==> config.mk <==
export PLATFORM = sky130hd
export DESIGN_NAME = armleocpu_csr_issuer
export DESIGN_NICKNAME = d
export VERILOG_FILES = /design/src/rtl/armleocpu_csr_issuer.sv
export SDC_FILE = /design/constraint.sdc
export NUM_CORES = 1
export LEC_CHECK = 0
export CORE_MARGIN = 2
export CORE_UTILIZATION = 25
export CTS_CLUSTER_DIAMETER = 120
export DETAILED_ROUTE_END_ITERATION = 10
export RECOVER_POWER = 50
export SLEW_MARGIN = 15
export SYNTH_ARGS = -nofsm -noshare
export SYNTH_HDL_FRONTEND = slang
export SYNTH_SLANG_ARGS = --single-unit
==> constraint.sdc <==
create_clock -name clk -period 3.9 [get_ports clk]
set_input_delay 0.78 -clock clk [delete_from_list [all_inputs] [get_ports clk]]
set_output_delay 0.78 -clock clk [all_outputs]
set_load 0.02 [all_outputs]
==> src/rtl/armleocpu_csr_issuer.sv <==
// Execute-stage Zicsr sequencer. It turns one CSRRW/CSRRS/CSRRC instruction into
// READ and/or WRITE commands to the CSR file, then reports an rd writeback or an illegal result.
module armleocpu_csr_issuer #(
    parameter int unsigned CMD_WIDTH = 4
) (
    input  logic                 clk,
    input  logic                 rst_n,
    input  logic                 instr_valid,
    output logic                 instr_ready,
    input  logic [2:0]           instr_funct3,
    input  logic [11:0]          instr_csr_address,
    input  logic [4:0]           instr_rs1_index,
    input  logic [31:0]          instr_rs1_data,
    input  logic [4:0]           instr_rd_index,
    input  logic                 kill,
    output logic [CMD_WIDTH-1:0] csr_cmd,
    output logic [11:0]          csr_address,
    output logic [31:0]          csr_writedata,
    input  logic                 csr_invalid,
    input  logic [31:0]          csr_readdata,
    output logic                 done,
    output logic                 illegal,
    output logic                 rd_write,
    output logic [4:0]           rd_index,
    output logic [31:0]          rd_data
);

    localparam logic [CMD_WIDTH-1:0] CMD_NONE  = CMD_WIDTH'(0);
    localparam logic [CMD_WIDTH-1:0] CMD_WRITE = CMD_WIDTH'(1);
    localparam logic [CMD_WIDTH-1:0] CMD_READ  = CMD_WIDTH'(2);

    typedef enum logic [1:0] {
        S_IDLE,
        S_READ,
        S_WRITE,
        S_RESP
    } state_t;

    state_t      state;
    logic        op_w;
    logic        op_s;
    logic        skip_write;
    logic [31:0] operand;
    logic [31:0] old;
    logic [4:0]  rd_q;

    logic        accept;
    logic        in_w;
    logic        in_s;
    logic [31:0] in_operand;

    assign instr_ready = (state == S_IDLE);
    assign accept      = instr_valid & instr_ready & ~kill;
    assign in_w        = (instr_funct3[1:0] == 2'b01);
    assign in_s        = (instr_funct3[1:0] == 2'b10);
    assign in_operand  = instr_funct3[2] ? {27'b0, instr_rs1_index} : instr_rs1_data;

    always_ff @(posedge clk) begin
        if (!rst_n) begin
            state         <= S_IDLE;
            csr_cmd       <= CMD_NONE;
            csr_address   <= 12'd0;
            csr_writedata <= 32'd0;
            done          <= 1'b0;
            illegal       <= 1'b0;
            rd_write      <= 1'b0;
            rd_index      <= 5'd0;
            rd_data       <= 32'd0;
            op_w          <= 1'b0;
            op_s          <= 1'b0;
            skip_write    <= 1'b0;
            operand       <= 32'd0;
            old           <= 32'd0;
            rd_q          <= 5'd0;
        end else begin
            case (state)
                S_IDLE: begin
                    done     <= 1'b0;
                    illegal  <= 1'b0;
                    rd_write <= 1'b0;
                    csr_cmd  <= CMD_NONE;
                    if (accept) begin
                        csr_address <= instr_csr_address;
                        rd_q        <= instr_rd_index;
                        operand     <= in_operand;
                        op_w        <= in_w;
                        op_s        <= in_s;
                        skip_write  <= ~in_w & (instr_rs1_index == 5'd0);
                        old         <= 32'd0;
                        if (instr_funct3[1:0] == 2'b00) begin
                            // Reserved funct3: report immediately, touch no CSR.
                            state    <= S_RESP;
                            done     <= 1'b1;
                            illegal  <= 1'b1;
                            rd_index <= instr_rd_index;
                            rd_data  <= 32'd0;
                        end else if (in_w && instr_rd_index == 5'd0) begin
                            state         <= S_WRITE;
                            csr_cmd       <= CMD_WRITE;
                            csr_writedata <= in_operand;
                        end else begin
                            state   <= S_READ;
                            csr_cmd <= CMD_READ;
                        end
                    end
                end
                S_READ: begin
                    if (kill) begin
                        state   <= S_IDLE;
                        csr_cmd <= CMD_NONE;
                    end else if (csr_invalid) begin
                        state    <= S_RESP;
                        csr_cmd  <= CMD_NONE;
                        done     <= 1'b1;
                        illegal  <= 1'b1;
                        rd_write <= 1'b0;
                        rd_index <= rd_q;
                        rd_data  <= old;
                    end else if (skip_write) begin
                        state    <= S_RESP;
                        csr_cmd  <= CMD_NONE;
                        done     <= 1'b1;
                        illegal  <= 1'b0;
                        rd_write <= (rd_q != 5'd0);
                        rd_index <= rd_q;
                        rd_data  <= csr_readdata;
                    end else begin
                        state   <= S_WRITE;
                        csr_cmd <= CMD_WRITE;
                        old     <= csr_readdata;
                        if (op_w)
                            csr_writedata <= operand;
                        else if (op_s)
                            csr_writedata <= csr_readdata | operand;
                        else
                            csr_writedata <= csr_readdata & ~operand;
                    end
                end
                S_WRITE: begin
                    // The CSR file commits on this edge, so kill is ignored from here on.
                    state    <= S_RESP;
                    csr_cmd  <= CMD_NONE;
                    done     <= 1'b1;
                    illegal  <= csr_invalid;
                    rd_write <= ~csr_invalid & (rd_q != 5'd0);
                    rd_index <= rd_q;
                    rd_data  <= old;
                end
                default: begin
                    state    <= S_IDLE;
                    csr_cmd  <= CMD_NONE;
                    done     <= 1'b0;
                    illegal  <= 1'b0;
                    rd_write <= 1'b0;
                end
            endcase
        end
    end

endmodule

==> results of run 1 <==
## power by group through the flow
stage,logic (mW),registers (mW),clock network [mW]
2_1_floorplan,1.19,2.41,0
3_3_place_gp,2.42,2.15,0
3_5_place_dp,2.44,2.15,0
4_1_cts,2.45,2.13,1.64
5_1_grt,2.54,2.15,1.71
6_report,2.33,2.11,1.59
## synthesized netlist by cell type, types with 2 or more instances
library cell    n
a211oi_1       14
a21oi_1       126
a21oi_2        24
a221oi_1        4
a22oi_1        35
a311oi_1       28
a31oi_1        27
and3b_1         2
buf_1           7
buf_2          14
buf_4           6
buf_6           4
clkbuf_1       58
dfxtp_1       160
ha_1            4
inv_1           3
mux2i_1        12
nand2_1       125
nand3_1        33
nand3b_1       29
nor2_1         47
nor2b_1         9
nor3_1          3
nor3b_1        27
o21ai_0        12
o21ai_1        24
or2_2           4
or3_1           2
or4b_1          2
## state kept, by name (all words and copies together) (netlist names)
register       count
rd_q               5
rd_index           5
old               32
rd_data           32
state              2
done               1
rd_write           1
illegal            1
op_s               1
operand           32
skip_write         1
csr_address       12
csr_writedata     32
op_w               1
csr_cmd            2
## cell usage in the layout, fill, tap and decap left out, types with 17 or more instances in the layout
cell type / count
a21oi_1: 126
nand2_1: 125
a22oi_1: 35
o21ai_1: 23
nor3b_1: 27
nand3b_1: 29
dlygate4sd3_1: 88
nand3_1: 33
clkbuf_16: 17
nor2_1: 47
clkdlybuf4s50_1: 90
dfxtp_1: 159
a21oi_2: 23
a31oi_1: 27
a311oi_1: 28
## stage by stage
stage / setup slack, ns / total power [mW] / hold slack, ns / utilization, %
6_report: 0.835 / 6.03 / 0.449 / 34.9
5_1_grt: 0.638 / 6.41 / 0.470 / 34.9
4_1_cts: 0.949 / 6.21 / 0.452 / 34.9
3_5_place_dp: 0.747 / 4.59 / 0.443 / 33.0
3_3_place_gp: 0.788 / 4.58 / 0.437 / 33.0
2_1_floorplan: 1.62 / 3.61 / 0.432 / -
## metal layers
layer  vias up  wire length, um  share of wire, %  track usage, %
met5         -                0                 0               0
met4         0              181              0.76            3.07
met3        12             1480               6.2            4.88
met2       177            11400                48            26.9
met1      3189            10800                45            20.2
li1       3355                -                 -               -
## cell type report
cell class                      instances  area share [%]
Sequential cell                       160            32.8
Timing Repair Buffer                  195            19.8
Tap cell                              378            4.85
Clock inverter                         13            1.09
Antenna cell                            1          0.0256
Inverter                                3           0.141
Multi-Input combinational cell        610            36.7
Clock buffer                           18            4.50
## worst max-delay path by stage
stage / startpoint / endpoint / cells after the start
3_3_place_gp: instr_funct3[0] / csr_writedata[8]$_SDFFE_PN0P_ / 6
5_1_grt: state[0]$_SDFFE_PN0N_ / done$_SDFFE_PN0N_ / 6
3_5_place_dp: instr_funct3[0] / csr_writedata[27]$_SDFFE_PN0P_ / 6
4_1_cts: state[1]$_SDFFE_PN0N_ / instr_ready / 3
6_report: kill / done$_SDFFE_PN0N_ / 5
2_1_floorplan: kill / rd_data[0]$_SDFFE_PN0P_ / 6
## tightest hold or removal path: stages, from the launching register on
cell     delay [ns]
dfxtp_1        0.31
nand2_1        0.05
a21oi_1        0.05
## kinds of logic after synthesis
kind of cell	after synthesis	share of synthesized area, %
AO/OA/AOI/OAI	303	27.0
other	1	0.0526
multiplexers	12	1.68
AND/OR/NAND/NOR	289	19.9
flip-flops	160	44.9
buffers and inverters	92	5.82
adder cells (fa/ha/maj)	4	0.701
==> run_results.csv, run 1 <==
group,metric,value,unit
placement,placed_cell_area,9220,um2
placement,dp_hpwl,15.1,mm
die,rows,61,
global_routing,grt_first_pass_wirelength,38.0,mm
critical_path,path_buf_inv,2,
critical_path,ff2ff_path_depth,6,
global_routing,grt_pass1_vias,6660,
placement,place_congestion,0.742,
logic_synthesis,yosysTopAreaCellShare,44.9,%
cells_and_area,fin_nets,1085,
timing,setup_viol,0,
routing,drt_iter0_markers,368,
die,initial_utilization,25.5,%
clock_tree,cts_setup_buffers,0,
run,drv_cap,0,
timing,fin_crit_sh,78.6,%
worst_hold_path,worstHoldStart,"old[17]$_SDFFE_PN0P_",
cells_and_area,n_fill_cell,2948,
clock_tree,insertion_delay,0.43,ns
power,pwr-share-seq,35.0,%
worst_hold_path,min_to,"old[17]$_SDFFE_PN0P_",
critical_path,critical_path.cell_chain,"dlygate4sd3_1, and3b_1, clkbuf_1, a21oi_1, o41ai_1",
cells_and_area,drive_gt1_share,8.51,%
clock_tree,cts_tree,"done",
routing,drt_wl_total,23.8,mm
power,p_comb_share,38.6,%
logic_synthesis,ys_seq_elements,160,
cells_and_area,synthToLayoutAreaGrowth,36.7,%
timing,tightest_slew,1.21,ns
routing,drt-wirelength-per-cell,17.2,um
critical_path,cp-end-kind,"register",
critical_path,path_class,"in2reg",
clock_tree,clockBufferDepth,2,
critical_path,r2r_start,"state[1]$_SDFFE_PN0N_",
timing,tns,0,ns
global_routing,grt_max_degree,74,
die,fp.dieW,173,um
power,p_clk_share,26.4,%
routing,drtPass1Iterations,5,
critical_path,critPathTopFamily,"buffers and inverters",
clock_tree,path_clk_slew,0.06,ns
logic_synthesis,avgSynthCellArea,8.29,um2
power,p_leak,3.27,nW
logic_synthesis,syn_area,7140,um2
power,ir_drop,0.000285,V
routing,drc_errors,0,
cells_and_area,final-seq-area,3200,um2
critical_path,arrival,3.38,ns
timing,rsz0062_at_grt,"false",
timing,period_minus_slack,3.07,ns
cells_and_area,multi_input_area,3580,um2
die,die_y,173,um
die,dieArea,29900,um2
logic_synthesis,synthDistinctLibCells,45,
logic_synthesis,synthFlopType,"dfxtp_1",
clock_tree,numCtsBuffers,17,
worst_hold_path,hp-class,"reg2reg",
critical_path,cp_max_fo,19,
power,powerDensity,618,nW/um2
timing,fin_skew,0.0102,ns
routing,ant_nets,0,
logic_synthesis,synth-edff-count,0,
power,p_int,3.66,mW
clock_tree,cts_resized,0,
routing,vias,6733,
global_routing,grt_antenna_before_repair,0,
logic_synthesis,yosysTopAreaCell,"dfxtp_1",
logic_synthesis,synth_seq_area_share,44.9,%
clock_tree,clock_sinks,160,
clock_tree,holdBufCountCts,0,
critical_path,required,4.22,ns
clock_tree,cts_htree_levels,4,
routing,vias_per_cell,4.89,
logic_synthesis,ys_warn_count,0,
worst_hold_path,hold_depth,2,
timing,slew_viol_final,0,
placement,dp_cells,1346,
die,ios,183,
timing,fmax,326,MHz
logic_synthesis,synthTopCellsByArea,"dfxtp_1 (45%), a21oi_1 (8.8%), nand2_1 (6.6%), a22oi_1 (3.7%), a311oi_1 (3.4%)",
power,p_switching,2.37,mW
critical_path,critPathMaxStageDelay,0.83,ns
global_routing,track_usage,16.0,%
placement,placement.io_buffers,180,
status,status,"finished clean",
critical_path,reg2reg_slack,0.87,ns
critical_path,start_kind,"input port",
timing,relSlewSlack,19.4,%
cells_and_area,fin_cells,1378,
critical_path,r2r_end,"done$_SDFFE_PN0N_",
global_routing,grt-ovfl-total,0,
clock_tree,clock-root-buffer,"clkbuf_16",
power,p_sw_share,39.2,%
cells_and_area,finalInstanceArea,9760,um2
critical_path,crit_slowest_cell,"clkbuf_1",
die,core,27900,um2
timing,hold_violations,0,
logic_synthesis,async_flop_share,0,%
logic_synthesis,syn_inst,861,
Note: power is estimated with default switching activity, not from simulation.
==> run 2, diff against run 1 <==
==> constraint.sdc (replaced) <==
create_clock -name clk -period 2.57 [get_ports clk]
set_input_delay 0.514 -clock clk [delete_from_list [all_inputs] [get_ports clk]]
set_output_delay 0.514 -clock clk [all_outputs]
set_load 0.02 [all_outputs]
==> run 2 against run 1 <==
Effect of this change:
- clock skew increased by 0.00089 ns
- non-clock buffer count increased by 24
- sequential share of layout area shrank 1.1 points
==> run_results.csv, run 2 (synthesis results as in run 1) <==
group,metric,value,unit
routing,drc_errors,0,
critical_path,r2r_end,"csr_writedata[12]$_SDFFE_PN0P_",
placement,placement.io_buffers,180,
global_routing,grt_antenna_before_repair,0,
power,p_comb_share,38.3,%
die,initial_utilization,25.5,%
clock_tree,cts_resized,0,
power,pwr-share-seq,32.9,%
timing,fmax,409,MHz
routing,vias_per_cell,5.03,
timing,fin_crit_sh,95.1,%
routing,drt_iter0_markers,607,
die,core,27900,um2
clock_tree,numCtsBuffers,17,
run,drv_cap,0,
cells_and_area,final-seq-area,3200,um2
critical_path,critical_path.cell_chain,"inv_1, ha_1, clkdlybuf4s50_1",
clock_tree,clockBufferDepth,2,
cells_and_area,final_common_cell,"dfxtp_1",
placement,dp_hpwl,15.9,mm
critical_path,r2r_start,"state[0]$_SDFFE_PN0N_",
die,die_y,173,um
timing,setup_viol,0,
timing,period_minus_slack,2.44,ns
power,ir_drop,0.000475,V
clock_tree,path_clk_slew,0.06,ns
cells_and_area,multi_input_area,3580,um2
routing,vias,7059,
timing,tns,0,ns
cells_and_area,antenna_cells,0,
critical_path,required,2.06,ns
worst_hold_path,worstHoldStart,"old[16]$_SDFFE_PN0P_",
status,status,"finished clean",
critical_path,arrival,1.93,ns
clock_tree,insertion_delay,0.42,ns
critical_path,path_class,"reg2out",
die,fp.dieW,173,um
placement,place_congestion,0.792,
clock_tree,cts_setup_buffers,0,
die,ios,183,
power,p_switching,3.72,mW
critical_path,critPathMaxStageDelay,0.69,ns
cells_and_area,n_fill_cell,2895,
timing,rsz0062_at_grt,"false",
global_routing,grt_first_pass_wirelength,38.4,mm
die,rows,61,
clock_tree,clock_sinks,160,
timing,slew_viol_final,0,
timing,relSlewSlack,38.7,%
global_routing,grt_pass1_vias,6692,
global_routing,grt_max_degree,69,
power,powerDensity,974,nW/um2
critical_path,cp_max_fo,6,
clock_tree,holdBufCountCts,0,
critical_path,endpoint,"instr_ready",
global_routing,track_usage,16.1,%
power,p_clk_share,28.9,%
critical_path,crit_slowest_cell,"clkdlybuf4s50_1",
timing,fin_skew,0.0111,ns
routing,drt_wl_total,24.7,mm
die,dieArea,29900,um2
cells_and_area,drive_gt1_share,10.6,%
cells_and_area,utilization,36.1,%
cells_and_area,layout.cells.most_common_list,"dfxtp_1 (159), a21oi_1 (126), nand2_1 (125), clkdlybuf4s50_1 (91), dlygate4sd3_1 (87)",
critical_path,ff2ff_path_depth,7,
clock_tree,cts_htree_levels,4,
power,p_leak,3.46,nW
critical_path,cp-startpoint,"state[0]$_SDFFE_PN0N_",
worst_hold_path,hp-class,"reg2reg",
routing,ant_nets,0,
routing,drt-wirelength-per-cell,17.6,um
clock_tree,cts_tree,"done",
power,p_sw_share,37.9,%
cells_and_area,synthToLayoutAreaGrowth,41.3,%
global_routing,grt-ovfl-total,0,
critical_path,start_kind,"register",
timing,hold_violations,0,
critical_path,cp-end-kind,"output pin",
routing,drtPass1Iterations,7,
timing,tightest_slew,0.918,ns
cells_and_area,fin_nets,1109,
clock_tree,clock-root-buffer,"clkbuf_16",
power,p_int,6.10,mW
critical_path,reg2reg_slack,0.21,ns
-- run 2: per-layer routing --
metal / global-route usage (%) / share of wire, % / vias to the layer above
li1: - / - / 3408
met1: 21.0 / 44 / 3342
met2: 25.6 / 47 / 281
met3: 4.79 / 8.0 / 28
met4: 4.84 / 1.4 / 0
met5: 0 / 0 / -
-- run 2: cell type report --
cell class | instances | share of cell area (%)
repair buffers | 219 | 21.5
well taps | 378 | 4.69
flip-flops and latches | 160 | 31.8
inverters | 3 | 0.136
clock buffers | 18 | 4.35
clock inverters | 14 | 2.02
multi-input cells | 610 | 35.5
-- run 2: worst min path at each step --
| stage | to | slack (ns) | cells after the start |
|---|---|---|---|
| 2_1_floorplan | old[0]$_SDFFE_PN0P_ | 0.43 | 2 |
| 3_3_place_gp | old[28]$_SDFFE_PN0P_ | 0.44 | 2 |
| 3_5_place_dp | old[29]$_SDFFE_PN0P_ | 0.44 | 2 |
| 4_1_cts | old[24]$_SDFFE_PN0P_ | 0.45 | 2 |
| 5_1_grt | csr_address[10]$_SDFFE_PN0P_ | 0.46 | 2 |
| 6_report | old[16]$_SDFFE_PN0P_ | 0.45 | 2 |
-- run 2: stage by stage --
step | instances | hold slack (ns) | setup slack, ns | area, um2 | total power [mW]
after floorplan | 862 | 0.432 | 0.501 | 7140 | 5.47
after global placement | 1370 | 0.437 | -0.0354 | 9470 | 7.19
after detailed placement | 1370 | 0.443 | -0.0916 | 9470 | 7.22
after CTS | 1402 | 0.452 | 0.110 | 10100 | 10.1
after global routing | 1402 | 0.464 | 0.0151 | 10100 | 10.3
final | 1402 | 0.449 | 0.125 | 10100 | 9.83
-- run 2: power groups by stage --
stage / Combinational [mW] / Sequential, mW / Clock [mW]
CTS: 3.94 / 3.25 / 2.89
global route: 4.05 / 3.29 / 2.99
global placement: 3.89 / 3.30 / 0
detailed placement: 3.92 / 3.30 / 0
finish: 3.76 / 3.23 / 2.84
floorplan: 1.81 / 3.66 / 0
-- run 2: worst max-delay path, delay by kind of cell (launching register included) --
kind / cells / cell delay, ns
buffers and inverters: 2 / 0.80
adder cells (fa/ha/maj): 1 / 0.37
flip-flops: 1 / 0.35
